==> src/rtl/video_out_stage_if.sv <==
// Pixel stream into the video output stage and the normalised stream plus measured geometry out.
interface video_out_stage_if #(
  parameter int CNT_W = 12
);
  logic             ce_pix;
  logic [7:0]       r_in;
  logic [7:0]       g_in;
  logic [7:0]       b_in;
  logic             hblank_in;
  logic             vblank_in;
  logic             hs_in;
  logic             vs_in;
  logic [7:0]       r_out;
  logic [7:0]       g_out;
  logic [7:0]       b_out;
  logic             hs_out;
  logic             vs_out;
  logic             de_out;
  logic             ce_out;
  logic [CNT_W-1:0] active_w;
  logic [CNT_W-1:0] active_h;
  logic             timing_valid;

  modport master (
    output ce_pix, r_in, g_in, b_in, hblank_in, vblank_in, hs_in, vs_in,
    input  r_out, g_out, b_out, hs_out, vs_out, de_out, ce_out,
           active_w, active_h, timing_valid
  );

  modport slave (
    input  ce_pix, r_in, g_in, b_in, hblank_in, vblank_in, hs_in, vs_in,
    output r_out, g_out, b_out, hs_out, vs_out, de_out, ce_out,
           active_w, active_h, timing_valid
  );
endinterface

==> src/rtl/video_out_stage.sv <==
// Video output stage: 2-strobe pipeline, blank forcing, sync polarity normalisation, geometry measurement.
// Latency 2 ce_pix strobes; no backpressure, everything advances only on ce_pix.
module video_out_stage #(
  parameter int CNT_W  = 12,
  parameter int VCNT_W = 10
) (
  input  logic             clk_vid,
  input  logic             reset,
  video_out_stage_if.slave vid
);

  logic [7:0]        s1_r, s1_g, s1_b;
  logic [7:0]        s2_r, s2_g, s2_b;
  logic              s1_hs, s1_vs, s1_de, s1_vb;
  logic              s2_hs, s2_vs, s2_de;
  logic              hs_inv, vs_inv;
  logic [CNT_W-1:0]  hs_hi_len, hs_lo_len;
  logic [VCNT_W-1:0] vs_hi_len, vs_lo_len;
  logic [CNT_W-1:0]  pix_cnt, line_cnt, frame_w;
  logic [CNT_W-1:0]  active_w, active_h;
  logic              armed, timing_valid, ce_out;

  logic              de1, hs_rise, hs_fall, vs_rise, vs_fall, de_fall, frame_edge;
  logic [CNT_W-1:0]  frame_w_end, line_cnt_end;

  function automatic logic [CNT_W-1:0] inc_c(input logic [CNT_W-1:0] v);
    return (v == '1) ? v : v + 1'b1;
  endfunction

  function automatic logic [VCNT_W-1:0] inc_v(input logic [VCNT_W-1:0] v);
    return (v == '1) ? v : v + 1'b1;
  endfunction

  // Edges compare the sample being captured against the stage-1 copy of the previous one.
  always_comb begin
    de1          = ~(vid.hblank_in | vid.vblank_in);
    hs_rise      = vid.hs_in & ~s1_hs;
    hs_fall      = ~vid.hs_in & s1_hs;
    vs_rise      = vid.vs_in & ~s1_vs;
    vs_fall      = ~vid.vs_in & s1_vs;
    de_fall      = ~de1 & s1_de;
    frame_edge   = vid.vblank_in & ~s1_vb;
    frame_w_end  = (de_fall && (pix_cnt > frame_w)) ? pix_cnt : frame_w;
    line_cnt_end = de_fall ? inc_c(line_cnt) : line_cnt;
  end

  always_ff @(posedge clk_vid) begin
    if (reset) begin
      s1_r <= '0; s1_g <= '0; s1_b <= '0;
      s2_r <= '0; s2_g <= '0; s2_b <= '0;
      s1_hs <= 1'b0; s1_vs <= 1'b0; s1_de <= 1'b0; s1_vb <= 1'b0;
      s2_hs <= 1'b0; s2_vs <= 1'b0; s2_de <= 1'b0;
      hs_inv <= 1'b0; vs_inv <= 1'b0;
      hs_hi_len <= '0; hs_lo_len <= '0;
      vs_hi_len <= '0; vs_lo_len <= '0;
      pix_cnt <= '0; line_cnt <= '0; frame_w <= '0;
      active_w <= '0; active_h <= '0;
      armed <= 1'b0; timing_valid <= 1'b0; ce_out <= 1'b0;
    end else begin
      ce_out <= vid.ce_pix;
      if (vid.ce_pix) begin
        s1_r  <= vid.r_in;
        s1_g  <= vid.g_in;
        s1_b  <= vid.b_in;
        s1_hs <= vid.hs_in;
        s1_vs <= vid.vs_in;
        s1_de <= de1;
        s1_vb <= vid.vblank_in;
        s2_r  <= s1_de ? s1_r : 8'h00;
        s2_g  <= s1_de ? s1_g : 8'h00;
        s2_b  <= s1_de ? s1_b : 8'h00;
        s2_hs <= s1_hs;
        s2_vs <= s1_vs;
        s2_de <= s1_de;

        // A sync whose high phase outlasts its low phase is active-low.
        if (hs_rise) begin
          hs_inv    <= hs_hi_len > hs_lo_len;
          hs_hi_len <= CNT_W'(1);
        end else if (hs_fall) begin
          hs_lo_len <= CNT_W'(1);
        end else if (vid.hs_in) begin
          hs_hi_len <= inc_c(hs_hi_len);
        end else begin
          hs_lo_len <= inc_c(hs_lo_len);
        end

        if (vs_rise) begin
          vs_inv    <= vs_hi_len > vs_lo_len;
          vs_hi_len <= hs_rise ? VCNT_W'(1) : '0;
        end else if (vs_fall) begin
          vs_lo_len <= hs_rise ? VCNT_W'(1) : '0;
        end else if (hs_rise) begin
          if (vid.vs_in) vs_hi_len <= inc_v(vs_hi_len);
          else           vs_lo_len <= inc_v(vs_lo_len);
        end

        if (de1)          pix_cnt <= inc_c(pix_cnt);
        else if (de_fall) pix_cnt <= '0;

        if (frame_edge) begin
          armed <= 1'b1;
          if (armed) begin
            active_w <= frame_w_end;
            active_h <= line_cnt_end;
            if ((frame_w_end == active_w) && (line_cnt_end == active_h)) begin
              if ((frame_w_end != '0) && (line_cnt_end != '0)) timing_valid <= 1'b1;
            end else begin
              timing_valid <= 1'b0;
            end
          end
          frame_w  <= '0;
          line_cnt <= '0;
        end else begin
          frame_w  <= frame_w_end;
          line_cnt <= line_cnt_end;
        end
      end
    end
  end

  assign vid.r_out        = s2_r;
  assign vid.g_out        = s2_g;
  assign vid.b_out        = s2_b;
  assign vid.hs_out       = s2_hs ^ hs_inv;
  assign vid.vs_out       = s2_vs ^ vs_inv;
  assign vid.de_out       = s2_de;
  assign vid.ce_out       = ce_out;
  assign vid.active_w     = active_w;
  assign vid.active_h     = active_h;
  assign vid.timing_valid = timing_valid;

endmodule

==> src/flat_wrapper.sv <==
// flat-port wrapper written by rule: the top's interface ports become plain ports
module video_out_stage_flat 
#(
  parameter int CNT_W  = 12,
  parameter int VCNT_W = 10
)
  (clk_vid, reset, vid_ce_pix, vid_r_in, vid_g_in, vid_b_in, vid_hblank_in, vid_vblank_in, vid_hs_in, vid_vs_in, vid_r_out, vid_g_out, vid_b_out, vid_hs_out, vid_vs_out, vid_de_out, vid_ce_out, vid_active_w, vid_active_h, vid_timing_valid);
  video_out_stage_if #(.CNT_W(CNT_W)) vid_i ();
  input  logic clk_vid;
  input  logic reset;
  input wire logic [$bits(vid_i.ce_pix)-1:0] vid_ce_pix;
  input wire logic [$bits(vid_i.r_in)-1:0] vid_r_in;
  input wire logic [$bits(vid_i.g_in)-1:0] vid_g_in;
  input wire logic [$bits(vid_i.b_in)-1:0] vid_b_in;
  input wire logic [$bits(vid_i.hblank_in)-1:0] vid_hblank_in;
  input wire logic [$bits(vid_i.vblank_in)-1:0] vid_vblank_in;
  input wire logic [$bits(vid_i.hs_in)-1:0] vid_hs_in;
  input wire logic [$bits(vid_i.vs_in)-1:0] vid_vs_in;
  output wire logic [$bits(vid_i.r_out)-1:0] vid_r_out;
  output wire logic [$bits(vid_i.g_out)-1:0] vid_g_out;
  output wire logic [$bits(vid_i.b_out)-1:0] vid_b_out;
  output wire logic [$bits(vid_i.hs_out)-1:0] vid_hs_out;
  output wire logic [$bits(vid_i.vs_out)-1:0] vid_vs_out;
  output wire logic [$bits(vid_i.de_out)-1:0] vid_de_out;
  output wire logic [$bits(vid_i.ce_out)-1:0] vid_ce_out;
  output wire logic [$bits(vid_i.active_w)-1:0] vid_active_w;
  output wire logic [$bits(vid_i.active_h)-1:0] vid_active_h;
  output wire logic [$bits(vid_i.timing_valid)-1:0] vid_timing_valid;
  assign vid_i.ce_pix = vid_ce_pix;
  assign vid_i.r_in = vid_r_in;
  assign vid_i.g_in = vid_g_in;
  assign vid_i.b_in = vid_b_in;
  assign vid_i.hblank_in = vid_hblank_in;
  assign vid_i.vblank_in = vid_vblank_in;
  assign vid_i.hs_in = vid_hs_in;
  assign vid_i.vs_in = vid_vs_in;
  assign vid_r_out = vid_i.r_out;
  assign vid_g_out = vid_i.g_out;
  assign vid_b_out = vid_i.b_out;
  assign vid_hs_out = vid_i.hs_out;
  assign vid_vs_out = vid_i.vs_out;
  assign vid_de_out = vid_i.de_out;
  assign vid_ce_out = vid_i.ce_out;
  assign vid_active_w = vid_i.active_w;
  assign vid_active_h = vid_i.active_h;
  assign vid_timing_valid = vid_i.timing_valid;
  video_out_stage #(.CNT_W(CNT_W), .VCNT_W(VCNT_W)) u_core (.clk_vid(clk_vid), .reset(reset), .vid(vid_i));
endmodule
==> config.mk <==
export PLATFORM = sky130hd
export DESIGN_NAME = video_out_stage_flat
export DESIGN_NICKNAME = d
export VERILOG_FILES = /design/src/rtl/video_out_stage_if.sv /design/src/rtl/video_out_stage.sv /design/src/flat_wrapper.sv
export SDC_FILE = /design/constraint.sdc
export NUM_CORES = 1
export LEC_CHECK = 0
export ABC_CLOCK_PERIOD_IN_PS = 3800
export BUFFER_PORTS_ARGS = -buffer_cell sky130_fd_sc_hd__buf_2
export CAP_MARGIN = 20
export CORE_MARGIN = 8
export CORE_UTILIZATION = 55
export DETAILED_ROUTE_END_ITERATION = 10
export PLACE_DENSITY = 0.72
export REMOVE_ABC_BUFFERS = 1
export SLEW_MARGIN = 25
export SYNTH_ARGS = -nofsm -noshare
export SYNTH_HDL_FRONTEND = slang
export SYNTH_SLANG_ARGS = --single-unit
==> constraint.sdc <==
create_clock -name clk_vid -period 3.8 [get_ports clk_vid]
set_input_delay 1.14 -clock clk_vid [delete_from_list [all_inputs] [get_ports clk_vid]]
set_output_delay 1.14 -clock clk_vid [all_outputs]
set_load 0.05 [all_outputs]
==> summary.md <==
| Metric | Value |
|---|---|
| Status | completed |
| Post-CTS setup buffers | 0 |
| Final GP Congestion | ~0.95 |
| Via Count | ~7,600 |
| Synth cell types | 58 |
| CTS resizes | 0 |
| Initial DRC Count | 545 |
| Seq/Total Area, Yosys | 0.388 |
| P per Cell Area | 383 nW/um^2 |
| Min setup slack post-route | 0.493 ns |
| P&R area growth vs syn | 13.7% |
| CTS buffer count | 17 |
| Post-synth EDFFs | 0 |
| Actual slew at the worst max-slew pin | 0.990 ns |
| Met3 track demand over resource | 0.0520 |
| Multi-input gate area | 4740 sq um |
| Commonest non-fill, non-tap cell in the layout | dfxtp_1 |
| Ant. Diodes | 0 |
| WP data arrival | about 3.6 ns |
| Final ANT Viol Nets | 0 |
| All-layer global routing usage | 0.225 |
| Commonest non-fill, non-tap cells in the layout | dfxtp_1, nor2_1, buf_2 |
| Fillcell total | 1,347 |
| Wire per inst | 16.8 microns |
| Worst Setup Start Kind | flop |
| HP Class | reg2reg |
| DRC errors left | 0 |
| Final setup viols | 0 |
| First-pass GRT wire length | 36,600 microns |
| Yosys warns | 0 |
| Clk slew on worst S/H paths | 0.06 ns |
| Synthesized area | 8450 sq um |
| FMAX | 0.302 GHz |
| Worst hold slack | 0.459 ns |
| Unrepaired setup endpoints after global routing | no |
| Clk_lat worst skew | 0.42 ns |
| Grt ovf | 0 |
| Clock skew | 0.00717 ns |
| TNS Setup | 0 ns |
| Slew Limit Headroom | 0.338 |
| Nets | 1,177 |
| H-tree Lvls | 4 |
| Max Cap Viol | 0 |
| Die W | roughly 140 microns |
| Critical path type | reg2reg |
| Routing usage on met1 | 0.283 |
| Peak supply drop | 0.343 mV |
| Clk buf depth | 2 |
| DP HPWL | 15,700 microns |
| Largest net degree at the start of global routing | 55 |
| # rows | 45 |
| Die footprint | approximately 20,000 sq um |
| Core area | 15,100 sq um |
| Crit path capture type | flop |
| Vias in the first global route | about 7,400 |
| First-pass iteration count of the detailed router | 5 |
| Sink Count | 164 |
| Min cycle time layout | 3.31 ns |
| Synth Flop Type | dfxtp_1 |
| Yosys top cell area share | 0.388 |
| Max FO, Critical Path | 9 |
| Fin crit share | 0.870 |
| Hold buffers post-CTS | 0 |
| GRT busiest layer | met2 |
| Fin. Hold Viols | 0 |
| #FFs+latches synth | 164 |
| Drt total wl | ~22,000 microns |
| I/O Buffers | 83 |
| Initial antenna violation count | 0 |
| Post-place setup slack | 0.200 ns |
| Chip Height | 140 microns |
| GR Layer Usage met2 | 0.369 |
| Vias/cell | slightly below 6 |
| Pins Over Slew Limit | 0 |
| Worst Path Required | about 4.1 ns |
| Reg area | 3280 sq um |
| CTS tree | done |
| Share of cells above drive strength 1 | 0.128 |
| Synthesized area per cell | ~8.1 sq um |
| Post-synthesis async set-or-reset flop share | 0 |
| Post-Syn Instances | 1,042 |
| CTS root buf | clkbuf_16 |
| Initial Util | 0.560 |
| # IOs | 84 |
| Total leakage power | approximately 0.0039 uW |
| Synth area leader | dfxtp_1 |
| Top cells by area in the synthesized netlist | dfxtp_1, nor2_1, ha_1 |
-- per-layer routing --
| layer | share of wire | wire length (microns) | up-vias |
|---|---|---|---|
| met4 | 0.026 | 571 | 0 |
| met2 | 0.46 | 10100 | 253 |
| li1 | - | - | 3785 |
| met1 | 0.45 | 9910 | 3541 |
| met3 | 0.060 | 1320 | 44 |
| met5 | 0 | 0 | - |
-- logic make-up (layout without fill, tap and decap cells) --
logic type / count (synthesis) / count (layout) / synth area share
and+or+nand+nor: 423 / 423 / 0.235
AOI/OAI and AO/OA: 194 / 194 / 0.150
DFF: 164 / 164 / 0.388
buffers and inverters: 115 / 190 / 0.0515
xor gates and xnor gates: 68 / 68 / 0.0705
adders and majority gates: 40 / 40 / 0.0592
muxes: 38 / 38 / 0.0454
-- layout make-up --
class	instances	area share
sequential	164	0.342
timing repair buffer	105	0.0620
clock inverter	9	0.0109
tap	188	0.0245
inverter	55	0.0215
multi-input combinational	763	0.493
clock buffer	21	0.0469
-- worst paths after layout --
| kind | startpoint | cells past startpoint | endpoint | slack [ns] |
|---|---|---|---|---|
| setup / recovery | u_core.line_cnt[0] | 9 | u_core.vid.timing_valid | 0.49 |
| hold / removal | u_core.vid.b_out[7] | 2 | u_core.vid.b_out[7] | 0.46 |
| setup reg to reg | u_core.line_cnt[0] | 9 | u_core.vid.timing_valid | 0.49 |
| hold reg to reg | u_core.vid.b_out[7] | 2 | u_core.vid.b_out[7] | 0.46 |
-- per-stage QoR --
| step | util | area [sq um] | power [uW] | cells |
|---|---|---|---|---|
| finish | 0.637 | 9610 | 3690 | 1305 |
| global route | 0.637 | 9610 | 3810 | 1305 |
| CTS | 0.637 | 9610 | 3720 | 1305 |
| detailed placement | 0.600 | 9060 | 2080 | 1275 |
| global placement | 0.600 | 9060 | 2070 | 1275 |
| floorplan | - | 8220 | 1960 | 982 |
-- flip-flops by register name, summed over array words and instances, names as in the netlist, 10 cells and up --
signal               count
u_core.vs_hi_len        10
u_core.frame_w          12
u_core.line_cnt         12
u_core.pix_cnt          12
u_core.vid.active_w     12
u_core.vid.active_h     12
u_core.hs_lo_len        12
u_core.hs_hi_len        12
u_core.vs_lo_len        10
-- worst max-delay path: stages (launching register included) --
cell       delay [ns]
dfxtp_1          0.52
ha_1             0.26
nand2_1          0.16
or4_1            0.69
a21boi_0         0.59
xnor2_1          0.20
o2111ai_1        0.13
nor4_1           0.31
nand4_1          0.13
a211oi_1         0.23
-- power by group --
group / internal (uW) / leakage (uW) / switching [uW] / total (uW)
clock: 975 / 0.000273 / 668 / 1640
combinational: 90.0 / 0.00232 / 174 / 264
sequential: 1750 / 0.00133 / 26.5 / 1780
total: 2820 / 0.00392 / 868 / 3690
-- cell usage after synthesis, types with 4 or more instances --
library cell / n
dfxtp_1: 164
nor2_1: 162
nand2_1: 81
a21oi_1: 69
inv_1: 55
clkbuf_1: 49
nand3_1: 49
xnor2_1: 44
ha_1: 40
mux2i_1: 35
nor3_1: 30
nand4_1: 29
xor2_1: 24
a211oi_1: 20
a22oi_1: 19
o21ai_0: 19
nor4_1: 16
a21o_1: 14
and3_1: 10
nor2b_1: 10
nand2b_1: 9
buf_1: 8
a31oi_1: 6
and4_1: 6
o211ai_1: 6
o221ai_1: 5
or3_1: 5
and2_1: 4
o22ai_1: 4
(Power assumes the default switching activity.)
